## config.mk

```make
export PLATFORM = sky130hd
export DESIGN_NAME = foo_sched
export DESIGN_NICKNAME = d
export VERILOG_FILES = /design/src/rtl/foo_sched.sv
export SDC_FILE = /design/constraint.sdc
export NUM_CORES = 1
export LEC_CHECK = 0
export ABC_AREA = 0
export BUFFER_PORTS_ARGS = -buffer_cell sky130_fd_sc_hd__buf_2
export CAP_MARGIN = 15
export CORE_ASPECT_RATIO = 0.8
export CORE_MARGIN = 5
export CORE_UTILIZATION = 40
export CTS_BUF_LIST = sky130_fd_sc_hd__clkbuf_8
export CTS_CLUSTER_DIAMETER = 200
export DETAILED_ROUTE_END_ITERATION = 7
export GPL_TIMING_DRIVEN = 0
export PLACE_DENSITY = 0.83
export SYNTH_ARGS = -nofsm -noshare
export SYNTH_HDL_FRONTEND = slang
export SYNTH_SLANG_ARGS = --single-unit
```

## constraint.sdc

```tcl
create_clock -name clk -period 10 [get_ports clk]
set_input_delay 2 -clock clk [delete_from_list [all_inputs] [get_ports clk]]
set_output_delay 2 -clock clk [all_outputs]
set_load 0.03 [all_outputs]
```

## src/rtl/foo_sched.sv

```systemverilog
// Round-robin front end that shares one foo model instance among NUM_REQ
// requesters and returns each result tagged with its requester index.
module foo_sched #(
  parameter int NUM_REQ   = 4,
  parameter int DATA_W    = 32,
  parameter int LATENCY   = 1,
  parameter int PIPELINED = 0,
  localparam int ID_W     = $clog2(NUM_REQ)
) (
  input  logic                      clk,
  input  logic                      rst_n,
  input  logic                      enable,
  input  logic [NUM_REQ-1:0]        req_valid,
  input  logic [NUM_REQ*DATA_W-1:0] req_data,
  output logic [NUM_REQ-1:0]        req_ready,
  output logic [DATA_W-1:0]         foo_a,
  input  logic [DATA_W-1:0]         foo_x,
  output logic                      rsp_valid,
  output logic [ID_W-1:0]           rsp_id,
  output logic [DATA_W-1:0]         rsp_data,
  output logic                      busy
);

  logic [ID_W-1:0]    rr_ptr;
  logic [LATENCY-1:0] fl_vld;
  logic [ID_W-1:0]    fl_id [LATENCY];

  logic [NUM_REQ-1:0] grant;
  logic [ID_W-1:0]    gnt_id;
  logic               gnt_any;
  logic [ID_W:0]      idx;
  logic [DATA_W-1:0]  gnt_data;
  logic               issue_ok;
  logic               hs;

  assign busy     = |fl_vld;
  assign issue_ok = enable && ((PIPELINED != 0) || !busy);

  // Handshake: requester i transfers when req_valid[i] & req_ready[i] at a
  // rising edge; req_valid may drop without a transfer, and rsp_valid is a
  // one-cycle strobe with no backpressure.
  always_comb begin
    grant   = '0;
    gnt_id  = '0;
    gnt_any = 1'b0;
    idx     = '0;
    for (int k = 0; k < NUM_REQ; k++) begin
      idx = {1'b0, rr_ptr} + (ID_W+1)'(k);
      if (idx >= (ID_W+1)'(NUM_REQ)) idx = idx - (ID_W+1)'(NUM_REQ);
      if (!gnt_any && req_valid[idx[ID_W-1:0]]) begin
        gnt_any                  = 1'b1;
        gnt_id                   = idx[ID_W-1:0];
        grant[idx[ID_W-1:0]]     = 1'b1;
      end
    end
  end

  always_comb begin
    gnt_data = '0;
    for (int i = 0; i < NUM_REQ; i++) begin
      if (grant[i]) gnt_data = req_data[i*DATA_W +: DATA_W];
    end
  end

  assign req_ready = (rst_n && issue_ok) ? grant : '0;
  assign hs        = rst_n && issue_ok && gnt_any;

  // In-flight tags shift every cycle; the one leaving the last stage owns foo_x.
  always_ff @(posedge clk or negedge rst_n) begin
    if (!rst_n) begin
      rr_ptr    <= '0;
      foo_a     <= '0;
      fl_vld    <= '0;
      rsp_valid <= 1'b0;
      rsp_id    <= '0;
      rsp_data  <= '0;
      for (int s = 0; s < LATENCY; s++) fl_id[s] <= '0;
    end else begin
      fl_vld[0] <= hs;
      fl_id[0]  <= gnt_id;
      for (int s = 1; s < LATENCY; s++) begin
        fl_vld[s] <= fl_vld[s-1];
        fl_id[s]  <= fl_id[s-1];
      end
      rsp_valid <= fl_vld[LATENCY-1];
      if (fl_vld[LATENCY-1]) begin
        rsp_id   <= fl_id[LATENCY-1];
        rsp_data <= foo_x;
      end
      if (hs) begin
        foo_a  <= gnt_data;
        rr_ptr <= (gnt_id == ID_W'(NUM_REQ-1)) ? '0 : gnt_id + 1'b1;
      end
    end
  end

endmodule
```

==> flow_summary.toml, run 1 <==
[run_status]
outcome = "finished clean"

[sta]
finalSetupViolCount = 0
max_freq_mhz = 159
clock-skew-final_ns = 0.00720
post-route-period-util_pct = 63.0
tightest_slew_ns = 0.775
timing.final.hold_violations = 0
tns_ns = 0
rsz0062_at_grt = "no"
slew_violations = 0
whs_ns = 0.440
final.min_clock_period_ns = 6.30
max_slew_margin_pct = 48.3

[detailed_routing]
via_per_inst = 5.41
ant_nets = 0
drc = 0
wl_per_cell_um = 18.4
drt-initial-drc-count = 214
wl_mm = 13.8
dr.pass1.iters = 4
vias = 4064

[setup_path]
worstRegToRegCells = 12
critical-path-max-stage-delay_ns = 0.64
start_kind = "input port"
crit_fanout = 10
cp-end-kind = "output port"
cp.required_ns = 8.00
cp.arrival_ns = 4.30
critical_path.slowest_cell = "mux4_2"
path_cells = "buf_2, clkbuf_1, mux4_2, nand3b_1, a21oi_1, a221o_1, buf_4, buf_2, and2_1, buf_2"
cp_common_cell = "buf_2"
path_class = "input port to output port"

[finish]
final_cell_mix = "249 x buf_2, 72 x dfrtp_1, 40 x nor2_1, 37 x mux2_2"
stdcell_count = 751
area_delta_synth_final_pct = 36.5
nNetsFinal = 776
stdcell_area_um2 = 5910
antenna_cells = 0
drive_above_1_share_pct = 63.6
final_common_cell = "buf_2"

[floorplan]
die_area_um2 = 13000
rows = 34
coreArea_um2 = 10700
die_w_um = 126
start_util_pct = 40.4
die_h_um = 103
pin_count = 239

[global_route]
grt_pass1_wl_mm = 21.2
grt-ovfl-total = 0
antenna_found_initial = 0
gr-usage-all-layers_pct = 20.4
first_global_vias = 4242
grt_max_degree = 38

[logic_synthesis]
synthCells = 352
synth_nets = 526
netlist-cell-type-count = 44
syn_area_um2 = 4330
ys_ff_latch = 72
synthFlopType = "dfrtp_1"
synth_top_cell_by_area = "dfrtp_1"
seq_area_frac_synth_pct = 41.6
yosysTopAreaCellShare_pct = 41.6
synth_edf_count = 0
avgSynthCellArea_um2 = 12.3
synthArstFlopShare_pct = 100
yosysWarnings = 0
synth.area.top_cells = "dfrtp_1 42%, a221oi_2 11%, o221ai_2 10%"

[power]
p_total_w = 0.00169
p_leak_nw = 2.75
p_per_area_nw_per_um2 = 287
ir_drop_v = 0.000123

[placement]
post-place-cells = 735
dp_hpwl_mm = 11.0
io_buffers = 238
placed_cell_area_um2 = 5720
place_congestion = 0.858

[clocking]
root_buffer = "clkbuf_8"
numCtsBuffers = 9
postCtsResizedCells = 0
path_clk_slew_ns = 0.09
insertion_delay_ns = 0.34
htreeDepth = 3
cts_tree = "built"
cts_setup_buffers = 0
holdBufCountCts = 0
cts.sinks = 72
cts_max_path_buffers = 2

[hold_path]
whs_path_depth = 0
min_path_type = "flop to flop"

[flow_run]
drv_cap = 0
final timing paths:
path | start | endpoint | slack (ns)
max | req_valid[2] | req_ready[1] | 3.70
min | busy | rsp_valid | 0.44
max reg2reg | flop | foo_a[29] | 6.78
min reg2reg | busy | rsp_valid | 0.44
max in group asynchronous | rst_n | rsp_data[29] | 7.82
min in group asynchronous | rst_n | foo_a[11] | 1.61
logic make-up after synthesis:
| kind of cell | after synthesis | synth area share [%] |
|---|---|---|
| adders and majority gates | 7 | 2.02 |
| xor gates and xnor gates | 1 | 0.202 |
| buffers and inverters | 40 | 5.64 |
| and+or+nand+nor | 103 | 13.2 |
| DFF | 72 | 41.6 |
| muxes | 42 | 11.7 |
| AOI/OAI and AO/OA | 87 | 25.7 |
per-layer routing:
metal | vias to the layer above | GRT usage [%] | wire, um
met4 | 0 | 4.37 | 101
met5 | - | 0 | 0
met3 | 8 | 4.97 | 681
li1 | 1871 | - | -
met1 | 2041 | 24.5 | 5590
met2 | 144 | 37.5 | 7420
state kept, by name (all words and copies together), names as in the netlist, named ones only:
signal     cells
rr_ptr         1
foo_a         32
rsp_data      32
fl_id          2
rsp_id         2
rsp_valid      1
busy           1
synth_stat cells, types with 3 or more instances:
library cell  count
dfrtp_1          72
nor2_1           40
mux2_2           37
a221oi_2         32
or3_1            32
o221ai_2         30
buf_2            12
buf_6            10
a21oi_1           9
clkbuf_1          8
nand2_1           8
ha_1              7
nand3b_1          6
buf_1             5
o21ai_0           4
a221oi_1          3
inv_1             3
mux4_2            3
nand2b_1          3
cell type report:
cell class | count | area [um2]
Timing Repair Buffer | 239 | 1210
Sequential cell | 72 | 1800
Clock inverter | 7 | 61.3
Tap cell | 144 | 180
Fill cell | 986 | 4810
Clock buffer | 9 | 124
Inverter | 4 | 15.0
Buffer | 36 | 229
Multi-Input combinational cell | 240 | 2280
where the power goes:
part           internal, W  switching [W]
registers         0.000395      0.0000712
clock network    0.0000947       0.000119
logic             0.000377       0.000636
total             0.000867       0.000827
worst max-delay path, delay by kind of cell:
kind	cells	cell delay, ns
AO/OA/AOI/OAI	2	0.27
buffers and inverters	5	1.01
AND/OR/NAND/NOR	2	0.38
multiplexers	1	0.64
per-stage QoR:
| step | util, % | setup WS (ns) |
|---|---|---|
| finish | 55.1 | 3.70 |
| global route | 55.1 | 3.56 |
| CTS | 55.1 | 3.70 |
| detailed placement | 53.4 | 3.70 |
| global placement | 53.2 | 3.66 |
| floorplan | - | 4.08 |
Power figures use the tool's default switching activity.
==> inputs of run 2 (changes only) <==
--- a/config.mk
+++ b/config.mk
@@ -15,7 +15,7 @@
 export CTS_CLUSTER_DIAMETER = 200
 export DETAILED_ROUTE_END_ITERATION = 7
 export GPL_TIMING_DRIVEN = 0
-export PLACE_DENSITY = 0.83
+export PLACE_DENSITY = 0.86
 export SYNTH_ARGS = -nofsm -noshare
 export SYNTH_HDL_FRONTEND = slang
 export SYNTH_SLANG_ARGS = --single-unit
==> constraint.sdc (replaced) <==
create_clock -name clk -period 5.65 [get_ports clk]
set_input_delay 1.13 -clock clk [delete_from_list [all_inputs] [get_ports clk]]
set_output_delay 1.13 -clock clk [all_outputs]
set_load 0.03 [all_outputs]
==> flow_summary.toml, run 2 (synthesized netlist as in run 1, its figures left out) <==
[global_route]
use_met1_pct = 25.0
gr-usage-all-layers_pct = 20.9
grt_max_degree = 74
grt_use_met3_pct = 5.39
met2_usage_pct = 37.9
antenna_found_initial = 0
grt-ovfl-total = 0
grt_pass1_wl_mm = 21.5
first_global_vias = 4145
grt_busiest_layer = "met2"

[finish]
drive_above_1_share_pct = 63.3
reg_top3 = "foo_a (32), rsp_data (32)"
antenna_cells = 0
nNetsFinal = 775
final_common_cell = "buf_2"
final_cell_mix = "249 x buf_2, 72 x dfrtp_1, 40 x nor2_1, 37 x mux2_2"
area.sequential_um2 = 1800
area_delta_synth_final_pct = 36.6
multi_input_area_um2 = 2280
fillers = 955

[floorplan]
die_area_um2 = 13000
start_util_pct = 40.4
pin_count = 239
rows = 34
coreArea_um2 = 10700
die_w_um = 126
die_h_um = 103

[sta]
tns_ns = 0
rsz0062_at_grt = "no"
final.min_clock_period_ns = 4.71
timing.final.hold_violations = 0
post-route-period-util_pct = 83.3
clock-skew-final_ns = 0.0108
slew_violations = 0
max_freq_mhz = 212
whs_ns = 0.415
tightest_slew_ns = 0.937
max_slew_margin_pct = 37.5
finalSetupViolCount = 0

[setup_path]
crit_fanout = 10
path_class = "flop to output port"
cp-end-kind = "output port"
timing.rr.end = "foo_a[11]"
cp.arrival_ns = 3.58
cp.required_ns = 4.52
rrSetupSlack_ns = 2.40
worstRegToRegCells = 12
start_kind = "flop"

[clocking]
cts_tree = "built"
numCtsBuffers = 9
cts_max_path_buffers = 2
postCtsResizedCells = 0
path_clk_slew_ns = 0.08
cts_setup_buffers = 0
cts.sinks = 72
insertion_delay_ns = 0.35
root_buffer = "clkbuf_8"
holdBufCountCts = 0
htreeDepth = 3

[hold_path]
min_from = "busy"
hold_end = "rsp_valid"
min_path_type = "flop to flop"
whs_path_depth = 0

[placement]
io_buffers = 238
place_congestion = 0.893
dp_hpwl_mm = 11.0

[detailed_routing]
ant_nets = 0
drt-initial-drc-count = 249
wl_per_cell_um = 18.8
dr.pass1.iters = 5
drc = 0
wl_mm = 14.1
via_per_inst = 5.42
vias = 4062

[power]
ir_drop_v = 0.000235
p_leak_nw = 2.76
p_per_area_nw_per_um2 = 520

[flow_run]
drv_cap = 0

[run_status]
outcome = "finished clean"
==> run 2: cell types whose count changed in the layout (fill, tap and decap cells not counted) <==
cell / before / now
clkinv_2: 0 / 1
buf_12: 1 / 0
inv_6: 3 / 1
bufinv_16: 0 / 2
inv_1: 3 / 4
clkinv_4: 1 / 0
clkinvlp_4: 2 / 1
inv_8: 1 / 0
==> run 2: report_power, final <==
part | leakage, nW | switching [W] | internal [W] | total, W
logic | 1.81 | 0.00114 | 0.000666 | 0.00181
clock network | 0.107 | 0.000194 | 0.000245 | 0.000439
registers | 0.838 | 0.000125 | 0.000700 | 0.000826
total | 2.76 | 0.00146 | 0.00161 | 0.00307
==> run 2: worst max path at each step <==
stage,cells past startpoint,endpoint,slack [ns]
after floorplan,8,req_ready[1],1.47
after global placement,8,foo_a[26],1.0
after detailed placement,10,req_ready[1],1.07
after CTS,12,req_ready[1],0.94
after global routing,12,req_ready[1],0.74
final,12,req_ready[1],0.94
==> run 2: cell type report <==
class                   count  area share, %
repair buffers            238           20.2
inverters                   4          0.254
well taps                 144           3.05
flip-flops and latches     72           30.5
clock buffers               9           2.10
clock inverters             6           1.44
multi-input cells         240           38.6
plain buffers              36           3.87
==> run 2: metal layers <==
metal | part of all wire, % | wire length [um]
met5 | 0 | 0
met3 | 6.5 | 918
met4 | 1.1 | 149
met1 | 39 | 5530
met2 | 53 | 7520
==> run 2: metrics by stage <==
| step | area [um2] | power [W] | worst slack (ns) | util, % | cells |
|---|---|---|---|---|---|
| floorplan | 4330 | 0.00212 | 1.47 | - | 352 |
| global placement | 5700 | 0.00257 | 1.00 | 53.2 | 734 |
| detailed placement | 5700 | 0.00264 | 1.07 | 53.2 | 734 |
| CTS | 5910 | 0.00309 | 0.936 | 55.1 | 749 |
| global route | 5910 | 0.00325 | 0.738 | 55.1 | 749 |
| finish | 5910 | 0.00307 | 0.944 | 55.1 | 749 |
==> run 2: critical path: stages (launching register included) <==
cell	delay, ns
dfrtp_1	0.46
buf_2	0.23
inv_1	0.16
ha_1	0.33
buf_2	0.22
mux4_2	0.45
nand3b_1	0.21
a21oi_1	0.15
a221o_1	0.13
buf_4	0.16
buf_2	0.37
and2_1	0.18
buf_2	0.20
